File: src/rtl/sisc_ifetch.sv
// SISC instruction fetch: PC, synchronous imem reads, two-entry
// prefetch buffer, valid/ready delivery and branch redirect.
module sisc_ifetch #(
  parameter int          ADDR_W   = 16,
  parameter int unsigned RESET_PC = 0
) (
  input  logic              clk,
  input  logic              rst_f,
  output logic              imem_rd,
  output logic [ADDR_W-1:0] imem_addr,
  input  logic [31:0]       imem_data,
  output logic [31:0]       ir,
  output logic [ADDR_W-1:0] ir_pc,
  output logic              ir_valid,
  input  logic              ir_ready,
  input  logic              br_taken,
  input  logic [ADDR_W-1:0] br_addr
);

  logic [ADDR_W-1:0] r_fa;
  logic [ADDR_W-1:0] r_out_pc;
  logic              r_out;
  logic              r_kill;
  logic [1:0]        r_cnt;
  logic [31:0]       r_ins0;
  logic [31:0]       r_ins1;
  logic [ADDR_W-1:0] r_pc0;
  logic [ADDR_W-1:0] r_pc1;

  logic              w_accept;
  logic              w_issue;
  logic              w_push;
  logic [2:0]        w_occ;

  assign w_accept = ir_valid & ir_ready;

  // Slots committed after this edge: buffered + in flight - leaving.
  assign w_occ = {1'b0, r_cnt}
               + {2'b00, r_out}
               - {2'b00, w_accept};

  assign w_issue = ~rst_f & ~br_taken & (w_occ < 3'd2);
  assign w_push  = r_out & ~r_kill & ~br_taken;

  assign imem_rd   = w_issue;
  assign imem_addr = w_issue ? r_fa : '0;

  assign ir_valid = (r_cnt != 2'd0);
  assign ir       = ir_valid ? r_ins0 : '0;
  assign ir_pc    = ir_valid ? r_pc0 : '0;

  always_ff @(posedge clk or posedge rst_f) begin
    if (rst_f) begin
      r_fa     <= ADDR_W'(RESET_PC);
      r_out    <= 1'b0;
      r_out_pc <= '0;
      r_kill   <= 1'b0;
    end else begin
      r_out  <= w_issue;
      r_kill <= br_taken ? r_out : 1'b0;
      if (br_taken) begin
        r_fa <= br_addr;
      end else if (w_issue) begin
        r_fa     <= r_fa + 1'b1;
        r_out_pc <= r_fa;
      end
    end
  end

  always_ff @(posedge clk or posedge rst_f) begin
    if (rst_f) begin
      r_cnt  <= 2'd0;
      r_ins0 <= '0;
      r_ins1 <= '0;
      r_pc0  <= '0;
      r_pc1  <= '0;
    end else if (br_taken) begin
      r_cnt <= 2'd0;
    end else begin
      case ({w_push, w_accept})
        2'b10: begin
          if (r_cnt == 2'd0) begin
            r_ins0 <= imem_data;
            r_pc0  <= r_out_pc;
          end else begin
            r_ins1 <= imem_data;
            r_pc1  <= r_out_pc;
          end
          r_cnt <= r_cnt + 2'd1;
        end
        2'b01: begin
          r_ins0 <= r_ins1;
          r_pc0  <= r_pc1;
          r_cnt  <= r_cnt - 2'd1;
        end
        2'b11: begin
          if (r_cnt == 2'd1) begin
            r_ins0 <= imem_data;
            r_pc0  <= r_out_pc;
          end else begin
            r_ins0 <= r_ins1;
            r_pc0  <= r_pc1;
            r_ins1 <= imem_data;
            r_pc1  <= r_out_pc;
          end
        end
        default: ;
      endcase
    end
  end

endmodule

File: config.mk
export PLATFORM = sky130hd
export DESIGN_NAME = sisc_ifetch
export DESIGN_NICKNAME = d
export VERILOG_FILES = /design/src/rtl/sisc_ifetch.sv
export SDC_FILE = /design/constraint.sdc
export NUM_CORES = 1
export LEC_CHECK = 0
export CAP_MARGIN = 10
export CORE_ASPECT_RATIO = 1.5
export CORE_MARGIN = 2
export CORE_UTILIZATION = 45
export DETAILED_ROUTE_END_ITERATION = 8
export PLACE_DENSITY = 0.8
export SYNTH_ARGS = -nofsm -noshare
export SYNTH_HDL_FRONTEND = slang
export SYNTH_SLANG_ARGS = --single-unit
File: constraint.sdc
create_clock -name clk -period 12.4 [get_ports clk]
set_input_delay 1.24 -clock clk [delete_from_list [all_inputs] [get_ports clk]]
set_output_delay 1.24 -clock clk [all_outputs]
set_load 0.005 [all_outputs]
==> results of run 1 <==
==> where the power goes <==
part / leakage (nW) / total, mW / internal (mW) / switching, mW
Clock: 0.307 / 0.530 / 0.342 / 0.189
Sequential: 1.60 / 0.732 / 0.617 / 0.115
Combinational: 1.72 / 0.792 / 0.418 / 0.374
==> cells by family (layout without fill, tap and decap cells) <==
logic type                 count (synthesis)  after routing  synth area share, %
and+or+nand+nor                          273            273                 20.6
DFF                                      132            132                 53.1
AOI/OAI and AO/OA                         94             94                 10.5
buffers and inverters                     51            169                 3.68
muxes                                     50             50                 10.2
adders and majority gates                  5              5                 1.13
xor gates and xnor gates                   5              5                0.704
==> layout make-up <==
cell class	count	area, sq um
clock buffers	19	443
clock inverters	13	183
fillers	1130	5360
inverters	14	55.1
multi-input cells	427	2700
flip-flops and latches	132	3300
well taps	162	203
repair buffers	123	1220
==> sequential cells by signal (all words and copies together), names as in the netlist <==
signal,count
r_fa,16
r_pc0,16
r_out_pc,16
r_pc1,16
r_ins1,32
r_out,1
r_kill,1
r_ins0,32
r_cnt,2
==> worst paths after layout <==
check,slack (ns),end,start
worst min register to register,0.50,r_ins1[23],r_ins1[23]
worst min-delay path,0.50,r_ins1[23],r_ins1[23]
worst max-delay path,6.19,imem_addr[2],r_cnt[1]
max in group asynchronous,9.55,r_pc1[8],rst_f
worst max register to register,7.96,r_fa[7],r_cnt[1]
min in group asynchronous,1.38,r_fa[15],rst_f
==> synthesized netlist by cell type (all sizes together) (2+ instances only) <==
| master | instances |
|---|---|
| a21o | 14 |
| a21oi | 3 |
| a22oi | 2 |
| a31oi | 49 |
| and2 | 3 |
| and3 | 11 |
| and4 | 2 |
| buf | 15 |
| clkbuf | 22 |
| dfrtp | 132 |
| ha | 4 |
| inv | 13 |
| mux2 | 49 |
| nand2 | 127 |
| nand2b | 3 |
| nand3 | 6 |
| nand4 | 5 |
| nor2 | 55 |
| nor2b | 49 |
| nor3b | 2 |
| o211ai | 9 |
| o21ai | 2 |
| o311ai | 8 |
| o31ai | 2 |
| or3 | 2 |
| or4 | 2 |
| xnor2 | 4 |
==> metrics by stage <==
stage | hold WS [ns] | power (mW) | instance area [sq um]
after detailed placement | 0.494 | 1.53 | 7480
after CTS | 0.506 | 2.07 | 8110
after floorplan | 0.468 | 1.19 | 6220
final | 0.504 | 2.05 | 8110
after global placement | 0.486 | 1.49 | 7480
after global routing | 0.523 | 2.18 | 8110
==> per-layer routing <==
layer | track usage (%) | wire length, microns | part of all wire [%]
met5 | 0 | 0 | 0
met4 | 10.8 | 515 | 3.4
met3 | 4.30 | 754 | 5.0
met2 | 36.0 | 7790 | 51
met1 | 25.9 | 6100 | 40
==> critical path: cells and delay by family (launching register included) <==
family | cells | cell delay, ns
adder cells (fa/ha/maj) | 3 | 1.67
buffers and inverters | 6 | 1.28
flip-flops | 1 | 0.47
AND/OR/NAND/NOR | 5 | 1.14
==> flow_summary.yaml, run 1 <==
yosys:
  netlist_area_sq_um: 6220
  netlist.top_cell.by_area: "sky130_fd_sc_hd__dfrtp_1"
  synth_enable_flop_cells: 0
  yosysSeqAreaShare_pct: 53.1
  postSynthRegisterBits: 132
  synthDominantCellAreaShare_pct: 53.1
  postSynthCellCount: 610
  synthesized_area_per_cell_sq_um: 10.2
  yosys_warnings: 0
  yosysUniqueCellTypes: 53
  async_reset_ff_share_pct: 100
  synth-main-ff-cell: "sky130_fd_sc_hd__dfrtp_1"
  nets_in_the_synthesized_netlist: 667
  yosys-top-cells-area: "sky130_fd_sc_hd__dfrtp_1 53%, sky130_fd_sc_hd__nand2_1 7.6%, sky130_fd_sc_hd__mux2_2 5.3%, sky130_fd_sc_hd__a31oi_1 4.9%, sky130_fd_sc_hd__nor2b_1 4.9%"
detailed_routing:
  wl_microns: 15200
  remaining_drc_errors: 0
  drt_iter0_markers: 348
  route.vias.total: 4919
  avgRoutedWirePerCell_microns: 17.0
  firstDrtPassIters: 5
  route.detailed.vias_per_inst: 5.53
  drt.antenna.violating_nets: 0
final_layout:
  num-nets-final: 772
  synthToLayoutAreaGrowth_pct: 30.4
  final_common_cell: "sky130_fd_sc_hd__dfrtp_1"
  finalCoreUtilization_pct: 60.2
  antenna-diode-count: 0
  post_route_cells_drive_above_1_share_pct: 13.9
  layout.cells.most_common_list: "132 x sky130_fd_sc_hd__dfrtp_1, 125 x sky130_fd_sc_hd__nand2_1, 117 x sky130_fd_sc_hd__clkdlybuf4s50_1"
  stdcell_count: 890
place:
  io_buffers: 117
  dpl_worst_slack_ns: 6.53
  dp_hpwl_microns: 9950
  post-place-cells: 858
  gp_congestion: 0.959
outcome:
  outcome: "completed"
timing:
  unrepaired_setup_endpoints_after_global_routing: "no"
  fin_crit_share_pct: 50.1
  timing.fmax_mhz: 161
  worst_case_clock_skew_ns: 0.00639
  finalHoldViolations: 0
  worstMarginPinSlew_ns: 1.06
  post-route-worst-setup-slack_ns: 6.19
  final_worst_path_period_need_ns: 6.21
  final-max-slew-violation-count: 0
  finalSetupViolCount: 0
  max_slew_margin_pct: 29.3
  fin_tns_setup_ns: 0
floorplanning:
  design.core.area_sq_um: 13500
  die_h_microns: 148
  top_level_ports: 118
  chipWidth_microns: 100
  die-area_sq_um: 14800
  floorplan.initialDensity_pct: 46.2
  row_count: 52
cts:
  cts_num_sinks: 132
  post-cts-setup-buffer-count: 0
  postCtsHoldBufs: 0
  clk_latency_ns: 0.41
  cts.htree.levels: 4
  cts_buffer_depth: 2
  ctsRootBufferMaster: "sky130_fd_sc_hd__clkbuf_16"
  clk_pin_slew_ns: 0.06
  tritoncts_clock_tree: "built"
  cts-buffers-inserted: 17
  cts_repair_resize_count: 0
grt:
  grt-ovfl-total: 0
  groute.usage.overall_pct: 21.4
  first_global_vias: 5010
  antenna_found_initial: 0
  global_route_wire_length_before_repair_microns: 25000
  grt_max_degree: 97
power_and_ir_drop:
  power.static_leakage_nw: 3.62
  vdd.ir_drop.worst_v: 0.000139
  power_per_cell_area_nw_per_um2: 253
critical_path:
  slowest_cell_delay_on_critical_path_ns: 0.86
  worstSetupStartpointType: "flop"
  cp_data_arrival_time_ns: 4.97
  cpMaxStageDelayCell: "sky130_fd_sc_hd__ha_2"
  critical_path.max_fanout: 52
  worst_path_most_repeated_cell: "sky130_fd_sc_hd__inv_1"
  r2r.worst_path.cells: 13
  critical_path_class: "reg -> out"
  critical_path_required_ns: 11.16
  path_cells: "inv_1 > ha_2 > nand2b_1 > inv_1 > ha_1 > nand2b_1 > fa_1 > nor3b_2 > buf_4 > nand2_2 > inv_2 > nand2_1 > inv_1 > clkdlybuf4s50_1"
  cp-end-kind: "output port"
worst_hold_path:
  timing.hold.worst_path_depth: 1
  hold_class: "reg -> reg"
flow_run:
  max-cap-violations: 0
(Power assumes the default switching activity.)
==> inputs of run 2 (changes only) <==
==> constraint.sdc (replaced) <==
create_clock -name clk -period 5.91 [get_ports clk]
set_input_delay 0.591 -clock clk [delete_from_list [all_inputs] [get_ports clk]]
set_output_delay 0.591 -clock clk [all_outputs]
set_load 0.005 [all_outputs]
==> run 2 against run 1 <==
Against the previous run: worst setup slack worse by 5.0 ns; critical path depth unchanged; clock-buffer cell count unchanged; largest cell class unchanged; largest power group unchanged.
==> flow_summary.yaml, run 2 (same netlist as run 1, synthesis figures left out) <==
cts:
  cts_buffer_depth: 2
  cts_repair_resize_count: 0
  cts-buffers-inserted: 17
  cts.htree.levels: 4
  ctsRootBufferMaster: "sky130_fd_sc_hd__clkbuf_16"
  cts_num_sinks: 132
  post-cts-setup-buffer-count: 0
  clk_latency_ns: 0.40
  clk_pin_slew_ns: 0.06
  postCtsHoldBufs: 0
  tritoncts_clock_tree: "built"
timing:
  max_slew_margin_pct: 24.5
  timing.fmax_mhz: 210
  unrepaired_setup_endpoints_after_global_routing: "no"
  final-max-slew-violation-count: 0
  post-route-worst-setup-slack_ns: 1.14
  finalHoldViolations: 0
  timing.hold.ws_ns: 0.506
  fin_tns_setup_ns: 0
  worst_case_clock_skew_ns: 0.00936
  finalSetupViolCount: 0
  final_worst_path_period_need_ns: 4.77
  fin_crit_share_pct: 80.7
  worstMarginPinSlew_ns: 1.13
critical_path:
  cp_data_arrival_time_ns: 4.18
  path_cells: "inv_1 > ha_2 > nand2b_1 > inv_1 > ha_1 > nand2b_1 > fa_1 > nor3b_2 > buf_4 > nand2_2 > inv_2 > nand2_1 > inv_1 > clkdlybuf4s50_1"
  worstSetupStartpointType: "flop"
  critical_path.max_fanout: 27
  cp-end-kind: "output port"
  crit_buf_inv: 6
  cpMaxStageDelayCell: "sky130_fd_sc_hd__fa_1"
  worst_path_dominant_cell_family: "buffers and inverters"
  critical_path_required_ns: 5.32
  worst_path_most_repeated_cell: "sky130_fd_sc_hd__inv_1"
  critical_path_class: "reg -> out"
  slowest_cell_delay_on_critical_path_ns: 0.53
outcome:
  outcome: "completed"
place:
  dpl_worst_slack_ns: 1.35
  placed_area_sq_um: 7480
  gp_congestion: 0.879
  io_buffers: 117
  dp_hpwl_microns: 10000
  post-place-cells: 858
floorplanning:
  die-area_sq_um: 14800
  floorplan.initialDensity_pct: 46.2
  chipWidth_microns: 100
  design.core.area_sq_um: 13500
  row_count: 52
  top_level_ports: 118
  die_h_microns: 148
grt:
  global_route_wire_length_before_repair_microns: 24200
  grt-ovfl-total: 0
  first_global_vias: 4902
  grt_max_degree: 89
  antenna_found_initial: 0
  groute.usage.overall_pct: 20.7
final_layout:
  stdcell_count: 890
  synthToLayoutAreaGrowth_pct: 30.4
  antenna-diode-count: 0
  biggestRegsByFlops: "r_ins0 x32, r_ins1 x32"
  multiInputGateArea_sq_um: 2700
  final_common_cell: "sky130_fd_sc_hd__dfrtp_1"
  layout.cells.most_common_list: "132 x sky130_fd_sc_hd__dfrtp_1, 125 x sky130_fd_sc_hd__nand2_1, 117 x sky130_fd_sc_hd__clkdlybuf4s50_1"
  fillCellCount: 1113
  final-seq-area_sq_um: 3300
  num-nets-final: 772
  final_cell_area_sq_um: 8110
  post_route_cells_drive_above_1_share_pct: 13.9
  finalCoreUtilization_pct: 60.2
power_and_ir_drop:
  fin_total_pwr_mw: 4.29
  power_per_cell_area_nw_per_um2: 529
  power.static_leakage_nw: 3.62
  vdd.ir_drop.worst_v: 0.000291
detailed_routing:
  drt_iter0_markers: 186
  avgRoutedWirePerCell_microns: 16.7
  drt.antenna.violating_nets: 0
  route.vias.total: 4828
  wl_microns: 14900
  route.detailed.vias_per_inst: 5.42
  remaining_drc_errors: 0
  firstDrtPassIters: 5
flow_run:
  max-cap-violations: 0
worst_hold_path:
  hold_class: "reg -> reg"
[run 2: cell counts in the layout (fill, tap and decap cells not counted)]
No cell type changed its count.
[run 2: worst register-to-register path, cell delays in order (launching register included)]
cell	delay, ns
sky130_fd_sc_hd__dfrtp_1	0.50
sky130_fd_sc_hd__inv_1	0.12
sky130_fd_sc_hd__ha_2	0.19
sky130_fd_sc_hd__nand2b_1	0.26
sky130_fd_sc_hd__inv_1	0.16
sky130_fd_sc_hd__ha_1	0.23
sky130_fd_sc_hd__nand2b_1	0.15
sky130_fd_sc_hd__fa_1	0.49
sky130_fd_sc_hd__nor3b_2	0.18
sky130_fd_sc_hd__buf_4	0.23
sky130_fd_sc_hd__nand2_2	0.39
sky130_fd_sc_hd__inv_2	0.15
sky130_fd_sc_hd__nand4_1	0.14
sky130_fd_sc_hd__mux2_2	0.34
[run 2: final cells by class]
cell class / count / area share [%]
clock buffers: 19 / 5.46
clock inverters: 13 / 2.25
inverters: 14 / 0.679
multi-input cells: 427 / 33.3
flip-flops and latches: 132 / 40.8
well taps: 162 / 2.50
repair buffers: 123 / 15.0
[run 2: final timing paths]
| path | from | endpoint | slack, ns | cells after the start |
|---|---|---|---|---|
| max reg2reg | r_cnt[1] | r_fa[7] | 2.28 | 13 |
| max in group asynchronous | rst_f | r_ins0[23] | 3.78 | 3 |
| min in group asynchronous | rst_f | r_fa[15] | 0.91 | 2 |
| min reg2reg | r_ins1[28] | r_ins1[28] | 0.51 | 1 |
| min | r_ins1[28] | r_ins1[28] | 0.51 | 1 |
| max | r_cnt[1] | imem_addr[2] | 1.14 | 14 |
[run 2: report_power, final]
part           switching [mW]  internal [mW]  total (mW)
logic                   0.769          0.876        1.64
clock network           0.389          0.717        1.11
registers               0.241           1.29        1.54
total                    1.40           2.89        4.29
[run 2: layer usage]
metal | share of wire, % | vias up | track usage (%)
li1 | - | 2302 | -
met1 | 42 | 2374 | 24.8
met2 | 52 | 131 | 36.0
met3 | 3.9 | 21 | 4.07
met4 | 2.3 | 0 | 8.56
met5 | 0 | - | 0
